===== src/rtl/memory_port_arbiter.sv =====
// Purpose: shares one single-port data memory between the CPU load/store port and the image loader.
// Latency: request seen in IDLE at t -> mem_en at t+1 -> ack at t+2; one access per 3 cycles.
// Backpressure: requesters hold req until a one-cycle ack; the CPU stalls on cpu_stall meanwhile.
// Optional feature macro ARB_STATS_EN: per-port grant counters plus a synchronous stats_clr.
module memory_port_arbiter #(
   parameter int ADDR_W    = 8,
   parameter int DATA_W    = 32,
   parameter int MAX_BURST = 4
) (
   input  logic              clk,
   input  logic              rst,
   input  logic              cpu_req,
   input  logic              cpu_we,
   input  logic [ADDR_W-1:0] cpu_addr,
   input  logic [DATA_W-1:0] cpu_wdata,
   output logic [DATA_W-1:0] cpu_rdata,
   output logic              cpu_ack,
   output logic              cpu_stall,
   input  logic              ldr_req,
   input  logic              ldr_we,
   input  logic              ldr_lock,
   input  logic [ADDR_W-1:0] ldr_addr,
   input  logic [DATA_W-1:0] ldr_wdata,
   output logic [DATA_W-1:0] ldr_rdata,
   output logic              ldr_ack,
   output logic              mem_en,
   output logic              mem_we,
   output logic [ADDR_W-1:0] mem_addr,
   output logic [DATA_W-1:0] mem_wdata,
   input  logic [DATA_W-1:0] mem_rdata,
   output logic              busy
`ifdef ARB_STATS_EN
   ,
   input  logic              stats_clr,
   output logic [15:0]       cpu_grant_cnt,
   output logic [15:0]       ldr_grant_cnt
`endif
);

   typedef enum logic [1:0] {S_IDLE, S_ISSUE, S_DONE} state_t;
   typedef enum logic {OWN_CPU, OWN_LDR} owner_t;

   localparam logic [3:0] BURST_MAX = 4'(MAX_BURST);

   state_t            state, state_nxt;
   owner_t            owner, last_owner, grant_port;
   logic              grant_vld;
   logic [3:0]        burst_cnt;
   logic              lat_we;
   logic [ADDR_W-1:0] lat_addr;
   logic [DATA_W-1:0] lat_wdata;
   logic [DATA_W-1:0] cpu_rdata_q, ldr_rdata_q;

   // Winner selection: round-robin on a tie, loader may keep ownership under lock until the burst limit
   always_comb begin
      grant_port = OWN_CPU;
      if (cpu_req && ldr_req) begin
         if (last_owner == OWN_CPU) begin
            grant_port = OWN_LDR;
         end else if (ldr_lock && (burst_cnt < BURST_MAX)) begin
            grant_port = OWN_LDR;
         end
      end else if (ldr_req) begin
         grant_port = OWN_LDR;
      end
   end

   // Next-state and access outputs; memory bus is all-zero outside ISSUE
   always_comb begin
      state_nxt = state;
      grant_vld = 1'b0;
      mem_en    = 1'b0;
      mem_we    = 1'b0;
      mem_addr  = '0;
      mem_wdata = '0;
      cpu_ack   = 1'b0;
      ldr_ack   = 1'b0;
      case (state)
         S_IDLE: begin
            if (cpu_req || ldr_req) begin
               grant_vld = 1'b1;
               state_nxt = S_ISSUE;
            end
         end
         S_ISSUE: begin
            mem_en    = 1'b1;
            mem_we    = lat_we;
            mem_addr  = lat_addr;
            mem_wdata = lat_wdata;
            state_nxt = S_DONE;
         end
         S_DONE: begin
            cpu_ack   = (owner == OWN_CPU);
            ldr_ack   = (owner == OWN_LDR);
            state_nxt = S_IDLE;
         end
         default: state_nxt = S_IDLE;
      endcase
   end

   // State register
   always_ff @(posedge clk or negedge rst) begin
      if (!rst) begin
         state <= S_IDLE;
      end else begin
         state <= state_nxt;
      end
   end

   // Latch the winning request so the access completes even if req drops mid-flight
   always_ff @(posedge clk or negedge rst) begin
      if (!rst) begin
         owner     <= OWN_CPU;
         lat_we    <= 1'b0;
         lat_addr  <= '0;
         lat_wdata <= '0;
      end else if (grant_vld) begin
         owner     <= grant_port;
         lat_we    <= (grant_port == OWN_LDR) ? ldr_we    : cpu_we;
         lat_addr  <= (grant_port == OWN_LDR) ? ldr_addr  : cpu_addr;
         lat_wdata <= (grant_port == OWN_LDR) ? ldr_wdata : cpu_wdata;
      end
   end

   // Fairness bookkeeping: last owner and the loader burst counter
   always_ff @(posedge clk or negedge rst) begin
      if (!rst) begin
         last_owner <= OWN_LDR;
         burst_cnt  <= '0;
      end else begin
         if (state == S_DONE) begin
            last_owner <= owner;
         end
         if (state == S_IDLE) begin
            if (!ldr_lock) begin
               burst_cnt <= '0;
            end else if (grant_vld) begin
               if (grant_port == OWN_CPU) begin
                  burst_cnt <= '0;
               end else if (cpu_req && (burst_cnt < BURST_MAX)) begin
                  burst_cnt <= burst_cnt + 4'd1;
               end
            end
         end
      end
   end

   // Hold the last read word per port until that port's next read completes
   always_ff @(posedge clk or negedge rst) begin
      if (!rst) begin
         cpu_rdata_q <= '0;
         ldr_rdata_q <= '0;
      end else if ((state == S_DONE) && !lat_we) begin
         if (owner == OWN_CPU) begin
            cpu_rdata_q <= mem_rdata;
         end else begin
            ldr_rdata_q <= mem_rdata;
         end
      end
   end

   // Read data is forwarded straight from memory during the ack cycle, then held
   always_comb begin
      cpu_rdata = (cpu_ack && !lat_we) ? mem_rdata : cpu_rdata_q;
      ldr_rdata = (ldr_ack && !lat_we) ? mem_rdata : ldr_rdata_q;
      cpu_stall = cpu_req & ~cpu_ack;
      busy      = (state != S_IDLE);
   end

`ifdef ARB_STATS_EN
   // Grant counters bump on entry to ISSUE; a clear in the same cycle wins
   always_ff @(posedge clk or negedge rst) begin
      if (!rst) begin
         cpu_grant_cnt <= '0;
         ldr_grant_cnt <= '0;
      end else if (stats_clr) begin
         cpu_grant_cnt <= '0;
         ldr_grant_cnt <= '0;
      end else if (grant_vld) begin
         if (grant_port == OWN_CPU) begin
            cpu_grant_cnt <= cpu_grant_cnt + 16'd1;
         end else begin
            ldr_grant_cnt <= ldr_grant_cnt + 16'd1;
         end
      end
   end
`endif

endmodule


===== config.mk =====
export PLATFORM = sky130hd
export DESIGN_NAME = memory_port_arbiter
export DESIGN_NICKNAME = d
export VERILOG_FILES = /design/src/rtl/memory_port_arbiter.sv
export SDC_FILE = /design/constraint.sdc
export NUM_CORES = 1
export LEC_CHECK = 0
export ABC_AREA = 1
export CAP_MARGIN = 25
export CORE_MARGIN = 10
export CORE_UTILIZATION = 40
export DETAILED_ROUTE_END_ITERATION = 8
export PLACE_DENSITY = 0.75
export SYNTH_ARGS = -nofsm -noshare
export SYNTH_HDL_FRONTEND = slang
export SYNTH_SLANG_ARGS = --single-unit

===== constraint.sdc =====
create_clock -name clk -period 1.6 [get_ports clk]
set_input_delay 0.48 -clock clk [delete_from_list [all_inputs] [get_ports clk]]
set_output_delay 0.48 -clock clk [all_outputs]
set_load 0.05 [all_outputs]

==> results.cfg <==
[clocking]
cts-buffers-inserted = 17
cts.sinks = 113
clk_path_buf_depth = 2
cts_root_buf = clkbuf_16
clk_pin_slew_ns = 0.06
clkLatencyLatePin_ns = 0.42
cts_tree = yes
htree_levels = 4

[routing]
drt_iter0_drc = 528
drc = 0
drt-vias-per-instance = 5.09
drt_first_pass_iters = 5
drt_wl_total_um = 25900
antenna_left = 0
num_vias = 6460
wl_per_cell_um = 20.4

[run_status]
violations = negative setup slack
status = complete, but fails checks

[timing]
report.final.slew_viol_count = 0
fin_worst_skew_ns = 0.0120
worst_slack_ns = -0.826
fmax_ghz = 0.412
relSlewSlack_pct = 73.5
period_share_pct = 152
post-route-min-period_ns = 2.43
worst_slew_pin_slew_ns = 0.397
setup_violations = 155
final-hold-violation-count = 0
rsz0062_at_grt = yes

[synthesis]
synth-seq-area-share_pct = 48.9
yosysUniqueCellTypes = 19
syn_avg_cell_area_um2 = 7.58
ys.warnings.count = 0
postSynthCellCount = 763
syn_area_mm2 = 0.00578
syn-num-nets = 883
synth-seq-cells = 113

[setup_path]
rrSetupSlack_ns = -0.17
endpoint_kind = primary output
criticalPathCategory = flop to primary output
worstPathRequired_ns = 1.12
worstPathMaxFanout = 27
cp.arrival_ns = 1.95
reg2regPathDepth = 11
worstSetupStartpointType = flop

[global_route]
grt_usage_pct = 22.0
antenna_found_initial = 1
overflow = 0
grt_max_degree = 46
grt_pass1_wl_um = 34900
grt_pass1_vias = 6595

[die]
initial_core_util_pct = 41.2
boundaryPins = 229
coreArea_mm2 = 0.0140
die-height_um = 140
dieWidth_um = 140
rows = 43
die_area_mm2 = 0.0197

[pwr]
powerDensity_mw_per_mm2 = 2460
vdd.ir_drop.worst_mv = 1.84
leakage_nw = 5.79
total_power_w = 0.0305

[placed_design]
dp_hpwl_um = 15000
gp_congestion = 0.813
post-place-ws_ns = -0.325
io_buffer_count = 228

[final_layout]
nFillCells = 634
utilization_pct = 88.2
drive_gt1_share_pct = 40.9
finalNetCount = 1195
area_growth_pct = 114

[hold_path]
hp-class = flop to flop
min_path_cells = 2

[run]
max_cap_viol_count = 0
[timing repair]
action,in CTS,in global routing
buffers inserted,11,12
gates cloned,5,15
endpoints found under the hold margin,12,0
setup endpoints to repair,110,156
gates resized for setup,118,87
hold buffers,1,0
pin swaps,7,4
[cells by family (layout without fill, tap and decap cells)]
| kind of cell | Yosys count | count (layout) | share of synthesized area [%] |
|---|---|---|---|
| AO/OA/AOI/OAI | 130 | 130 | 11.3 |
| XOR/XNOR | 1 | 1 | 0.152 |
| adder cells (fa/ha/maj) | 1 | 1 | 0.216 |
| buffers and inverters | 171 | 496 | 12.8 |
| flip-flops | 113 | 113 | 48.9 |
| other | 0 | 1 | 0 |
| AND/OR/NAND/NOR | 347 | 347 | 26.6 |
[cell type report]
type	instances	area, µm²	area share [%]
antenna	1	2.50	0.0202
clock buffer	24	512	4.13
clock inverter	8	148	1.19
inverter	126	490	3.96
multi-input combinational	479	3640	29.3
sequential	113	2830	22.8
tap	180	225	1.82
timing repair buffer	338	4550	36.7
[state kept, by name (all words and copies together) (netlist names)]
register / count
lat_addr: 8
lat_we: 1
ldr_rdata_q: 32
cpu_rdata_q: 32
lat_wdata: 32
owner: 1
state: 2
last_owner: 1
burst_cnt: 4
[synth_stat cells]
cell type / count / area, µm²
dfstp_2: 1 / 26.3
buf_6: 10 / 113
nand3b_1: 41 / 308
o21ai_0: 56 / 280
xor2_1: 1 / 8.76
o21a_1: 1 / 7.51
inv_1: 123 / 462
nand2_2: 2 / 12.5
nor2_1: 52 / 195
nand3_1: 45 / 225
nor2_4: 2 / 22.5
clkbuf_1: 17 / 63.8
nor2_2: 2 / 12.5
inv_2: 3 / 11.3
ha_1: 1 / 12.5
nand2_1: 203 / 762
o21ai_1: 73 / 365
buf_2: 18 / 90.1
dfrtp_1: 112 / 2800
[power by group]
group | switching, W | internal [W]
clock network | 0.00135 | 0.00285
registers | 0.000890 | 0.00428
logic | 0.0118 | 0.00934
total | 0.0140 | 0.0165
[per-layer routing]
| layer | track usage [%] | share of wire, % | vias to the layer above |
|---|---|---|---|
| met1 | 23.7 | 38 | 3152 |
| met2 | 39.2 | 53 | 248 |
| met5 | 0 | 0 | - |
| met4 | 8.91 | 3.6 | 0 |
| met3 | 6.25 | 6.1 | 56 |
| li1 | - | - | 3004 |
[through the flow]
| stage | area, µm² | std cells | TNS, ns | hold slack (ns) |
|---|---|---|---|---|
| finish | 12400 | 1269 | -84.61 | 0.477 |
| global route | 12400 | 1269 | -94.71 | 0.489 |
| CTS | 11700 | 1242 | -72.94 | 0.470 |
| detailed placement | 10400 | 1193 | -32.85 | 0.369 |
| global placement | 10400 | 1193 | -30.72 | 0.366 |
| floorplan | 6980 | 763 | -45.49 | 0.184 |
[layout by cell type (no fill, tap or decap), types with 2 or more instances in the layout]
master           Yosys  final
clkbuf_16            0     28
nand3b_1            41     41
buf_12               0     85
o21ai_4              0     65
clkdlybuf4s50_1      0    116
buf_6               10     33
inv_1              123    119
buf_8                0     23
inv_2                3      3
clkinvlp_4           0      3
buf_4                0     60
nand2_8              0      5
o21ai_0             56     27
nor2_4               2     47
bufinv_16            0      4
nand2_4              0     22
inv_4                0      2
clkbuf_8             0      6
nand3_1             45     45
buf_16               0      8
dfrtp_1            112    112
o21ai_1             73     37
nand2_1            203    132
nand2_2              2     46
nor2_1              52      8
[final timing paths]
path                          startpoint              end
setup / recovery                state[1]    cpu_rdata[26]
hold / removal             lat_wdata[12]    lat_wdata[12]
setup reg to reg                state[0]     burst_cnt[0]
hold reg to reg            lat_wdata[12]    lat_wdata[12]
max in group asynchronous            rst  cpu_rdata_q[26]
min in group asynchronous            rst     lat_wdata[2]
[critical path, stage by stage, from the launching register on]
cell	delay (ns)
dfrtp_1	0.37
inv_2	0.06
nor2_4	0.13
inv_4	0.06
nor2_4	0.14
nand2_8	0.14
buf_12	0.23
nand2_2	0.13
o21ai_4	0.09
buf_12	0.16
Note: power is estimated with default switching activity, not from simulation.
